**src/rtl/lfsr_gen_param_if.sv**
```systemverilog
// rtl/lfsr_gen_param_if.sv - control/status bundle for the parametrised LFSR payload generator
interface lfsr_gen_param_if #(
    parameter int LEN   = 22,
    parameter int SYM_W = 4
);
    logic             clk_en;
    logic             seed_load;
    logic [LEN-1:0]   seed_in;
    logic [LEN-1:0]   seq_out;
    logic [SYM_W-1:0] sym_out;
    logic             sym_valid;
    logic             seed_err;
    logic             cycle_out_once;
    logic             cycle_out_periodic;
    logic [LEN-1:0]   lfsr_counter;

    modport master (
        output clk_en, seed_load, seed_in,
        input  seq_out, sym_out, sym_valid, seed_err,
               cycle_out_once, cycle_out_periodic, lfsr_counter
    );

    modport slave (
        input  clk_en, seed_load, seed_in,
        output seq_out, sym_out, sym_valid, seed_err,
               cycle_out_once, cycle_out_periodic, lfsr_counter
    );
endinterface

```
**src/rtl/lfsr_gen_param.sv**
```systemverilog
// rtl/lfsr_gen_param.sv - Galois LFSR symbol generator with seed load and cycle detector; LFSR_STOP_ON_CYCLE_EN halts after one period
module lfsr_gen_param #(
    parameter int             LEN   = 22,
    parameter logic [LEN-1:0] POLY  = 22'h200001,
    parameter logic [LEN-1:0] SEED  = 22'h000001,
    parameter int             SYM_W = 4
) (
    input  logic clk,
    input  logic reset,
    lfsr_gen_param_if.slave bus
);

    logic [LEN-1:0] r_state;
    logic [LEN-1:0] r_act_seed;
    logic [LEN-1:0] r_counter;
    logic           r_sym_valid;
    logic           r_seed_err;
    logic           r_once;
    logic           r_periodic;

    logic [LEN-1:0] w_next;
    logic           w_load_ok;
    logic           w_wrap;
    logic           w_adv;

    // SYM_W single steps chained within one clock
    function automatic logic [LEN-1:0] advance(input logic [LEN-1:0] s);
        logic [LEN-1:0] t;
        t = s;
        for (int i = 0; i < SYM_W; i++) begin
            t = {t[LEN-2:0], 1'b0} ^ (t[LEN-1] ? POLY : '0);
        end
        return t;
    endfunction

    assign w_next    = advance(r_state);
    assign w_load_ok = bus.seed_load && (bus.seed_in != '0);
    assign w_wrap    = (w_next == r_act_seed);

`ifdef LFSR_STOP_ON_CYCLE_EN
    logic r_halted;

    always_ff @(posedge clk or posedge reset) begin
        if (reset) begin
            r_halted <= 1'b0;
        end else if (w_load_ok) begin
            r_halted <= 1'b0;
        end else if (!bus.seed_load && w_adv && w_wrap) begin
            r_halted <= 1'b1;
        end
    end

    assign w_adv = bus.clk_en && !r_halted;
`else
    assign w_adv = bus.clk_en;
`endif

    always_ff @(posedge clk or posedge reset) begin
        if (reset) begin
            r_state     <= SEED;
            r_act_seed  <= SEED;
            r_counter   <= '0;
            r_sym_valid <= 1'b0;
            r_seed_err  <= 1'b0;
            r_once      <= 1'b0;
            r_periodic  <= 1'b0;
        end else begin
            r_sym_valid <= 1'b0;
            r_seed_err  <= 1'b0;
            r_periodic  <= 1'b0;
            if (bus.seed_load) begin
                // a zero seed would lock the register, so it is refused outright
                if (w_load_ok) begin
                    r_state    <= bus.seed_in;
                    r_act_seed <= bus.seed_in;
                    r_counter  <= '0;
                    r_once     <= 1'b0;
                end else begin
                    r_seed_err <= 1'b1;
                end
            end else if (w_adv) begin
                r_state     <= w_next;
                r_sym_valid <= 1'b1;
                if (w_wrap) begin
                    r_counter  <= '0;
                    r_periodic <= 1'b1;
                    r_once     <= 1'b1;
                end else begin
                    r_counter  <= r_counter + LEN'(1);
                end
            end
        end
    end

    assign bus.seq_out            = r_state;
    assign bus.sym_out            = r_state[SYM_W-1:0];
    assign bus.sym_valid          = r_sym_valid;
    assign bus.seed_err           = r_seed_err;
    assign bus.cycle_out_once     = r_once;
    assign bus.cycle_out_periodic = r_periodic;
    assign bus.lfsr_counter       = r_counter;

endmodule

```
**src/flat_wrapper.sv**
```systemverilog
// flat-port wrapper written by rule: the top's interface ports become plain ports
module lfsr_gen_param_flat 
#(
    parameter int             LEN   = 22,
    parameter logic [LEN-1:0] POLY  = 22'h200001,
    parameter logic [LEN-1:0] SEED  = 22'h000001,
    parameter int             SYM_W = 4
)
  (clk, reset, bus_clk_en, bus_seed_load, bus_seed_in, bus_seq_out, bus_sym_out, bus_sym_valid, bus_seed_err, bus_cycle_out_once, bus_cycle_out_periodic, bus_lfsr_counter);
  lfsr_gen_param_if #(.LEN(LEN), .SYM_W(SYM_W)) bus_i ();
  input  logic clk;
  input  logic reset;
  input wire logic [$bits(bus_i.clk_en)-1:0] bus_clk_en;
  input wire logic [$bits(bus_i.seed_load)-1:0] bus_seed_load;
  input wire logic [$bits(bus_i.seed_in)-1:0] bus_seed_in;
  output wire logic [$bits(bus_i.seq_out)-1:0] bus_seq_out;
  output wire logic [$bits(bus_i.sym_out)-1:0] bus_sym_out;
  output wire logic [$bits(bus_i.sym_valid)-1:0] bus_sym_valid;
  output wire logic [$bits(bus_i.seed_err)-1:0] bus_seed_err;
  output wire logic [$bits(bus_i.cycle_out_once)-1:0] bus_cycle_out_once;
  output wire logic [$bits(bus_i.cycle_out_periodic)-1:0] bus_cycle_out_periodic;
  output wire logic [$bits(bus_i.lfsr_counter)-1:0] bus_lfsr_counter;
  assign bus_i.clk_en = bus_clk_en;
  assign bus_i.seed_load = bus_seed_load;
  assign bus_i.seed_in = bus_seed_in;
  assign bus_seq_out = bus_i.seq_out;
  assign bus_sym_out = bus_i.sym_out;
  assign bus_sym_valid = bus_i.sym_valid;
  assign bus_seed_err = bus_i.seed_err;
  assign bus_cycle_out_once = bus_i.cycle_out_once;
  assign bus_cycle_out_periodic = bus_i.cycle_out_periodic;
  assign bus_lfsr_counter = bus_i.lfsr_counter;
  lfsr_gen_param #(.LEN(LEN), .POLY(POLY), .SEED(SEED), .SYM_W(SYM_W)) u_core (.clk(clk), .reset(reset), .bus(bus_i));
endmodule
```
**config.mk**
```make
export PLATFORM = sky130hd
export DESIGN_NAME = lfsr_gen_param_flat
export DESIGN_NICKNAME = d
export VERILOG_FILES = /design/src/rtl/lfsr_gen_param_if.sv /design/src/rtl/lfsr_gen_param.sv /design/src/flat_wrapper.sv
export SDC_FILE = /design/constraint.sdc
export NUM_CORES = 1
export LEC_CHECK = 0
export CELL_PAD_IN_SITES_DETAIL_PLACEMENT = 0
export CELL_PAD_IN_SITES_GLOBAL_PLACEMENT = 2
export CORE_ASPECT_RATIO = 0.5
export CORE_MARGIN = 5
export CORE_UTILIZATION = 29
export CTS_CLUSTER_SIZE = 30
export DETAILED_ROUTE_END_ITERATION = 16
export PLACE_DENSITY_LB_ADDON = 0.3
export SLEW_MARGIN = 15
export SYNTH_ARGS = -nofsm -noshare
export SYNTH_HDL_FRONTEND = slang
export SYNTH_SLANG_ARGS = --single-unit
```
**constraint.sdc**
```tcl
create_clock -name clk -period 2.1 [get_ports clk]
set_input_delay 0.315 -clock clk [delete_from_list [all_inputs] [get_ports clk]]
set_output_delay 0.315 -clock clk [all_outputs]
set_load 0.01 [all_outputs]
```
=== After elaboration in Yosys (flattened, before gate mapping) ===
Cells that the tools add are included.

* Reductions and logical operators: 7
* Equality and inequality tests: 2
* $add $sub $neg: 1
* Bitwise operators: 4
* Mux-type cells: 22

{| class="wikitable"
|+ Operators by type and width
! cell !! number
|-
| 22-bit 2-to-1 mux || 11
|-
| 22-bit bitwise XOR || 4
|-
| 22-bit by 1-bit adder with 22-bit output (second input constant) || 1
|-
| 22-bit == test || 1
|-
| 22-bit nonzero test || 1
|-
| 1-bit 2-to-1 mux || 11
|-
| 2-bit AND reduction || 2
|-
| 2-bit nonzero test || 2
|-
| 3-bit AND reduction || 1
|-
| 2-bit by 1-bit inequality test with 1-bit output (second input constant) || 1
|-
| 1-bit logical AND || 1
|}

* Output and inout bits: 52
* Flip-flop bits (word level): 70

=== Depth between registers and ports, before layout ===
Gate-level depths: netlist of the first run.

* Word-level depth: 12
* Depth in mapped cells: 8
* Mapped depth without buffers: 6

=== Worst setup path after synthesis of the first run ===
No wires, ideal clock.

* Path type: register -> register
* Start point: reg u_core.r_state[0], in the netlist u_core.bus.seq_out[0]
* End point: reg u_core.r_counter[0], in the netlist u_core.bus.lfsr_counter[0]
* Data arrival time: 1819 ps
* Path buffers: 2
* Period minus slack after synthesis: 1944 ps
* Stages on the path, launching flop included: 8
* Slack: 156 ps
* Required time: 1975 ps
* Cells stage by stage: dfstp_2 > xnor2_1 > nand4_1 > nor4_1 > a31oi_2 > buf_6 > buf_8 > mux2_2

* Cells in the longest elaborated chain, start to end: 8

{| class="wikitable"
|+ RTL lines
! element !! RTL line !! RTL
|-
| start: declaration || lfsr_gen_param.sv:13 || <nowiki>logic [LEN-1:0] r_state;</nowiki>
|-
| start signal: assignment || lfsr_gen_param.sv:74 || <nowiki>r_state <= bus.seed_in;</nowiki>
|-
| start signal: assignment || lfsr_gen_param.sv:82 || <nowiki>r_state <= w_next;</nowiki>
|-
| 22-bit bitwise XOR (4 in series) || lfsr_gen_param.sv:31 || <nowiki>t = {t[LEN-2:0], 1'b0} ^ (t[LEN-1] ? POLY : '0);</nowiki>
|-
| 22-bit == test || lfsr_gen_param.sv:38 || <nowiki>assign w_wrap = (w_next == r_act_seed);</nowiki>
|-
| 22-bit 2-to-1 mux || lfsr_gen_param.sv:84 || <nowiki>if (w_wrap) begin</nowiki>
|-
| 22-bit 2-to-1 mux || lfsr_gen_param.sv:81 || <nowiki>end else if (w_adv) begin</nowiki>
|-
| 22-bit 2-to-1 mux || lfsr_gen_param.sv:71 || <nowiki>if (bus.seed_load) begin</nowiki>
|-
| end signal: assignment || lfsr_gen_param.sv:89 || <nowiki>r_counter <= r_counter + LEN'(1);</nowiki>
|-
| end: declaration || lfsr_gen_param.sv:15 || <nowiki>logic [LEN-1:0] r_counter;</nowiki>
|}

Every way passes these cells. The select of a mux whose other input is x is not followed.
A chain may end at the register's enable or synchronous reset.

=== Worst setup path after layout of the first run ===
* Start point: reg u_core.r_state[10], in the netlist u_core.bus.seq_out[10]
* End point: reg u_core.r_counter[6], in the netlist u_core.bus.lfsr_counter[6]

The elaborated chain is that of the path after synthesis.

==> impl_metrics.yaml, run 1 <==
logic_synthesis:
  yosys.cell_types.count: 41
  synthCells: 353
  ys_warn_count: 0
  synth_fp_nets: 380
  synth_edf_count: 0
  avgSynthCellArea_um2: 10.2
  ys_async_sr_fraction_pct: 100
  synth_seq_area_share_pct: 48.9
  syn-cell-area_um2: 3590
  ys_ff_latch: 70
  synth_top_flop_cell: "dfrtp_1"
setup_path:
  critical_path_arrival_ns: 2.22
  r2r_cells: 8
  crit_type: "register to register"
  critPathLaunchType: "register"
  r2r_end: "u_core.bus.lfsr_counter[6]$_DFFE_PP0P_"
  timing.rr.start: "u_core.bus.seq_out[10]$_DFFE_PP0P_"
  path_cells: "xnor2_1 > nand4_1 > nor4_2 > buf_4 > a31oi_4 > buf_12 > a21o_1 > a22o_1"
  critical_path_required_ns: 2.31
  cpPeakStageDelay_ns: 0.39
  rrSetupSlack_ns: 0.09
  crit_slowest_cell: "dfrtp_1"
  cp_max_fo: 22
  cp-end-kind: "register"
routing:
  post-route-drc-count: 0
  vias: 3087
  ant_nets: 0
  firstDrtPassIters: 5
  wire_per_inst_um: 15.6
  first_iter_violations: 125
  routed_wl_mm: 10.0
  via_per_inst: 4.81
clock_tree:
  cts_root_buf: "clkbuf_16"
  htreeDepth: 3
  cts_resized: 0
  cts_tree: "done"
  cts_sinks: 70
  cts_inserted_buffers: 9
  path_clk_slew_ns: 0.06
  clock_path_buffers: 2
  clk_latency_ns: 0.33
  cts_hold_buffers: 0
  post_cts_buffers: 0
die:
  core_um2: 11900
  dieHeight_um: 88.7
  ios: 78
  rows: 28
  dieArea_um2: 14800
  initial_core_util_pct: 30.0
  die_w_um: 167
timing:
  maxSlewHeadroom_pct: 71.3
  setup_tns_ns: 0
  finClkSkew_ns: 0.00668
  slew_violations: 0
  hold_viol_final: 0
  fin_crit_ns: 2.01
  setup_viol: 0
  fmax_mhz: 499
  fin_crit_sh_pct: 95.5
  worst_slew_pin_slew_ns: 0.430
global_route:
  grt_pass1_vias: 3236
  grt-ovfl-total: 0
  track_usage_pct: 14.0
  grt_max_degree: 71
  grt_pass1_wl_mm: 16.5
  antenna_found_initial: 0
pwr:
  p_leak_uw: 0.00227
  power_frac_clock_pct: 37.5
  peakVddDrop_v: 0.000390
  internal-power_uw: 2990
  p_sw_share_pct: 27.1
  pwr-share-comb_pct: 23.8
  p_seq_share_pct: 38.7
  power_density_nw_per_um2: 784
  power.net_switching_uw: 1110
  p_total_uw: 4100
placed_design:
  place.port_buffers: 77
  dpl_cell_area_um2: 4890
  place_congestion: 0.763
  dp_cells: 626
  place_hpwl_mm: 7.40
finish:
  syn_to_final_growth_pct: 45.7
  fin_util_pct: 43.8
  layout-drive-gt1-share_pct: 18.4
  stdcell_count: 642
  final_cell_area_um2: 5230
  n_fill_cell: 1177
  diodes: 0
  final_nets: 499
worst_hold_path:
  min_path_type: "primary input to asynchronous set/reset pin"
run:
  cap_violations: 0
run_status:
  outcome: "finished clean"
how the worst max path moves through the flow:
stage                                             endpoint                               start
floorplan            u_core.bus.cycle_out_once$_DFFE_PP0P_                               reset
global placement    u_core.bus.lfsr_counter[9]$_DFFE_PP0P_                     bus_seed_in[17]
detailed placement  u_core.bus.lfsr_counter[6]$_DFFE_PP0P_                     bus_seed_in[16]
CTS                 u_core.bus.lfsr_counter[6]$_DFFE_PP0P_  u_core.bus.seq_out[12]$_DFFE_PP0P_
global route        u_core.bus.lfsr_counter[6]$_DFFE_PP0P_  u_core.bus.seq_out[10]$_DFFE_PP0P_
finish              u_core.bus.lfsr_counter[6]$_DFFE_PP0P_  u_core.bus.seq_out[10]$_DFFE_PP0P_
metrics by stage:
| step | hold WS, ns | setup WS [ns] |
|---|---|---|
| 2_1_floorplan | 0.455 | 0.0201 |
| 3_3_place_gp | 0.466 | -0.215 |
| 3_5_place_dp | 0.469 | -0.287 |
| 4_1_cts | 0.378 | 0.0102 |
| 5_1_grt | 0.392 | -0.0102 |
| 6_report | 0.370 | 0.0947 |
sequential cells by signal, indices dropped and copies added (netlist names):
name and count:
u_core.bus.lfsr_counter 22, u_core.bus.sym_valid 1, u_core.bus.cycle_out_periodic 1, u_core.bus.cycle_out_once 1, u_core.bus.seq_out 22, u_core.r_act_seed 22
u_core.bus.seed_err 1
placed cells by master (no fill, tap or decap), types with 3 or more instances in the layout:
master / instances
nor4_1: 4
nand4_1: 9
nand2_1: 50
nor2_1: 14
buf_4: 50
and3_1: 8
a22o_1: 26
dfrtp_1: 67
clkdlybuf4s50_1: 76
nand3b_1: 4
mux2i_1: 29
and2_1: 3
inv_1: 6
o21ai_0: 23
buf_12: 4
clkbuf_16: 9
a21o_1: 4
clkinv_2: 3
nand3_1: 22
o211ai_2: 3
a21oi_1: 9
xnor2_1: 21
cell families (layout without fill, tap and decap cells):
group	count (synthesis)	count (layout)	synth area share, %
and+or+nand+nor	125	125	16.9
adders and majority gates	1	1	0.348
xor gates and xnor gates	25	25	6.31
buffers and inverters	30	154	4.64
DFF	70	70	48.9
AOI/OAI and AO/OA	72	72	14.6
muxes	30	30	8.40
routing by layer:
metal  track usage (%)  vias to the layer above  share of wire, %
li1                  -                     1490                 -
met1              17.0                     1537                45
met2              24.9                       49                50
met3              3.57                       11               3.7
met4              4.64                        0               1.3
met5                 0                        -                 0
worst max-delay path: cells and delay by family (launching register included):
| kind | cells | cell delay [ns] |
|---|---|---|
| compound gates | 3 | 0.43 |
| xor+xnor | 1 | 0.22 |
| buf+inv | 2 | 0.36 |
| simple gates | 2 | 0.46 |
| flops | 1 | 0.39 |
power by group through the flow:
stage	sequential, uW	clock, uW	combinational [uW]
after floorplan	1650	0	420
after global placement	1600	0	958
after detailed placement	1610	0	972
after CTS	1580	1580	979
after global routing	1600	1630	1070
final	1590	1540	976
cell usage after synthesis (all sizes together) (2+ instances only):
master / number / area [um2]
and2: 3 / 18.8
clkbuf: 7 / 27.5
dfstp: 2 / 52.6
mux2i: 29 / 290
xnor2: 22 / 193
a21oi: 9 / 45.0
nand3: 23 / 120
and3: 8 / 50.1
o21ai: 24 / 120
or2: 2 / 12.5
a21o: 4 / 30.0
nand4: 9 / 56.3
o211ai: 3 / 37.5
dfrtp: 68 / 1700
nor3: 2 / 10.0
nand3b: 4 / 30.0
nor4: 6 / 37.5
nand2: 50 / 188
inv: 7 / 26.3
buf: 16 / 113
nor2b: 2 / 12.5
xor2: 3 / 33.8
and4: 2 / 17.5
a22o: 26 / 228
nor2: 14 / 52.6
layout make-up:
| cell class | instances | area, um2 | share of cell area [%] |
|---|---|---|---|
| multi-input combinational | 253 | 1720 | 32.9 |
| timing repair buffer | 131 | 1220 | 23.3 |
| inverter | 7 | 26.3 | 0.502 |
| tap | 165 | 206 | 3.95 |
| sequential | 70 | 1760 | 33.6 |
| clock inverter | 4 | 45.0 | 0.861 |
| clock buffer | 12 | 256 | 4.90 |
No activity file was read; power rests on OpenSTA's default activity.
==> run 2: changes to the inputs <==
--- a/config.mk
+++ b/config.mk
@@ -13,4 +13,5 @@
 export CTS_CLUSTER_SIZE = 30
 export DETAILED_ROUTE_END_ITERATION = 16
+export HOLD_SLACK_MARGIN = 0.03
 export PLACE_DENSITY_LB_ADDON = 0.3
 export SLEW_MARGIN = 15
==> constraint.sdc (replaced) <==
create_clock -name clk -period 2.1 [get_ports clk]
set_input_delay 0.315 -clock clk [delete_from_list [all_inputs] [get_ports clk]]
set_output_delay 0.315 -clock clk [all_outputs]
set_load 0.1 [all_outputs]
==> run 2 against run 1 <==
Net effect:
- critical path depth is the same
- cell count decreased by 1.1%
- largest cell class unchanged
- register-to-register slack worse by 0.04 ns
- combinational power rose by 69%
- largest power group is now the clock network
- total power is 22% higher
- non-clock buffer count down 6
- worst hold slack worse by 0.028 ns
- die area unchanged
- clock power increased by 14%
- sequential share of layout area up 1.0 points
==> impl_metrics.yaml, run 2 (synthesis gave the netlist of run 1 again) <==
finish:
  n_fill_cell: 1173
  syn_to_final_growth_pct: 45.3
  final_nets: 493
  diodes: 0
  layout-drive-gt1-share_pct: 35.5
  final_cell_mix: "buf_4, nand2_1, dfrtp_1"
  final_cell_area_um2: 5220
  final_common_cell: "buf_4"
timing:
  slew_violations: 0
  fin_crit_ns: 2.04
  fmax_mhz: 490
  rsz0062_at_grt: "yes"
  worst_slew_pin_slew_ns: 0.434
  maxSlewHeadroom_pct: 71.0
  hold_viol_final: 0
  finalWorstSetupSlack_ns: 0.0584
  setup_viol: 0
  finClkSkew_ns: 0.00837
  fin_crit_sh_pct: 97.2
global_route:
  track_usage_pct: 14.3
  antenna_found_initial: 0
  grt_max_degree: 44
  grt_pass1_wl_mm: 17.0
  grt-ovfl-total: 0
  grt_pass1_vias: 3224
clock_tree:
  cts_inserted_buffers: 9
  cts_hold_buffers: 0
  htreeDepth: 3
  path_clk_slew_ns: 0.06
  cts_tree: "done"
  clock_path_buffers: 2
  cts_root_buf: "clkbuf_16"
  clk_latency_ns: 0.33
  cts_sinks: 70
setup_path:
  critPathLaunchType: "register"
  r2r_cells: 8
  critical_path_arrival_ns: 2.26
  crit_slowest_cell: "dfrtp_2"
  r2r_end: "u_core.bus.lfsr_counter[11]$_DFFE_PP0P_"
  rrSetupSlack_ns: 0.06
  critical_path_required_ns: 2.32
  cpPeakStageDelay_ns: 0.42
  path_cells: "xnor2_2 > nand4_1 > nor4_2 > buf_4 > a31oi_4 > buf_12 > a21o_1 > a22o_1"
  cp-end-kind: "register"
  timing.rr.start: "u_core.bus.seq_out[10]$_DFFE_PP0P_"
  crit_type: "register to register"
  cp_max_fo: 9
pwr:
  power_density_nw_per_um2: 962
  p_total_uw: 5020
  p_leak_uw: 0.00231
  peakVddDrop_v: 0.000458
worst_hold_path:
  min_path_type: "primary input to asynchronous set/reset pin"
routing:
  firstDrtPassIters: 4
  post-route-drc-count: 0
  routed_wl_mm: 10.1
  vias: 3111
  via_per_inst: 4.90
  ant_nets: 0
  wire_per_inst_um: 16.0
  first_iter_violations: 143
die:
  die_w_um: 167
  initial_core_util_pct: 30.0
  dieHeight_um: 88.7
  dieArea_um2: 14800
  ios: 78
  rows: 28
  core_um2: 11900
placed_design:
  dp_slack_ns: -0.320
  place.port_buffers: 77
  place_hpwl_mm: 7.46
  place_congestion: 0.753
  dpl_cell_area_um2: 4800
run:
  cap_violations: 0
run_status:
  outcome: "finished clean"
run 2: routing by layer:
metal | GRT usage (%) | routed length [um] | part of all wire, %
met2 | 23.7 | 4790 | 47
met3 | 3.97 | 457 | 4.5
met5 | 0 | 0 | 0
met1 | 18.7 | 4760 | 47
met4 | 4.27 | 142 | 1.4
run 2: power by group:
group / switching (uW) / internal, uW
registers: 126 / 1490
logic: 1110 / 532
clock network: 570 / 1180
total: 1810 / 3210
run 2: how the worst max path moves through the flow:
stage               slack [ns]  depth (start not counted)                                 endpoint                                from
floorplan                -0.03                          7   u_core.bus.lfsr_counter[0]$_DFFE_PP0P_   u_core.bus.seq_out[0]$_DFFE_PP1P_
global placement         -0.28                          8        u_core.bus.seq_out[3]$_DFFE_PP0P_                      bus_seed_in[1]
detailed placement       -0.32                          9   u_core.bus.lfsr_counter[9]$_DFFE_PP0P_                      bus_seed_in[1]
CTS                       0.02                          8   u_core.bus.lfsr_counter[3]$_DFFE_PP0P_   u_core.bus.seq_out[6]$_DFFE_PP0P_
global route             -0.07                          8   u_core.bus.lfsr_counter[4]$_DFFE_PP0P_  u_core.bus.seq_out[10]$_DFFE_PP0P_
finish                    0.06                          8  u_core.bus.lfsr_counter[11]$_DFFE_PP0P_  u_core.bus.seq_out[10]$_DFFE_PP0P_
run 2: repair_timing:
item,4_1_cts,5_1_grt
gates cloned,1,0
endpoints found under the setup margin,6,44
setup buffers,0,0
pin swaps,2,2
resized for setup,3,5
run 2: final cells by class:
cell class	count	area [um2]	area share, %
clock buffer	11	243	4.65
sequential	70	1800	34.6
timing repair buffer	125	1110	21.2
inverter	7	30.0	0.576
clock inverter	4	95.1	1.82
multi-input combinational	253	1730	33.2
tap	165	206	3.96
run 2: critical path: cells and delay by family (launching register included):
kind	cells	cell delay, ns
flip-flops	1	0.42
AND/OR/NAND/NOR	2	0.48
XOR/XNOR	1	0.18
AO/OA/AOI/OAI	3	0.47
buffers and inverters	2	0.38
run 2: per-stage QoR:
step / setup TNS [ns] / hold WS, ns / utilization (%) / instances
final: 0 / 0.342 / 43.7 / 635
after global routing: -0.276 / 0.374 / 43.7 / 635
after CTS: 0 / 0.352 / 43.5 / 635
after detailed placement: -11.03 / 0.472 / 40.2 / 619
after global placement: -11.34 / 0.468 / 40.2 / 619
after floorplan: -0.0314 / 0.455 / - / 353
==> run 3: changes to the inputs <==
CAP_MARGIN = 20   (was default)
CTS_CLUSTER_DIAMETER = 100   (was default)
==> results of run 3 <==
Same layout as run 2: the final DEF is identical, and so are final timing and power.
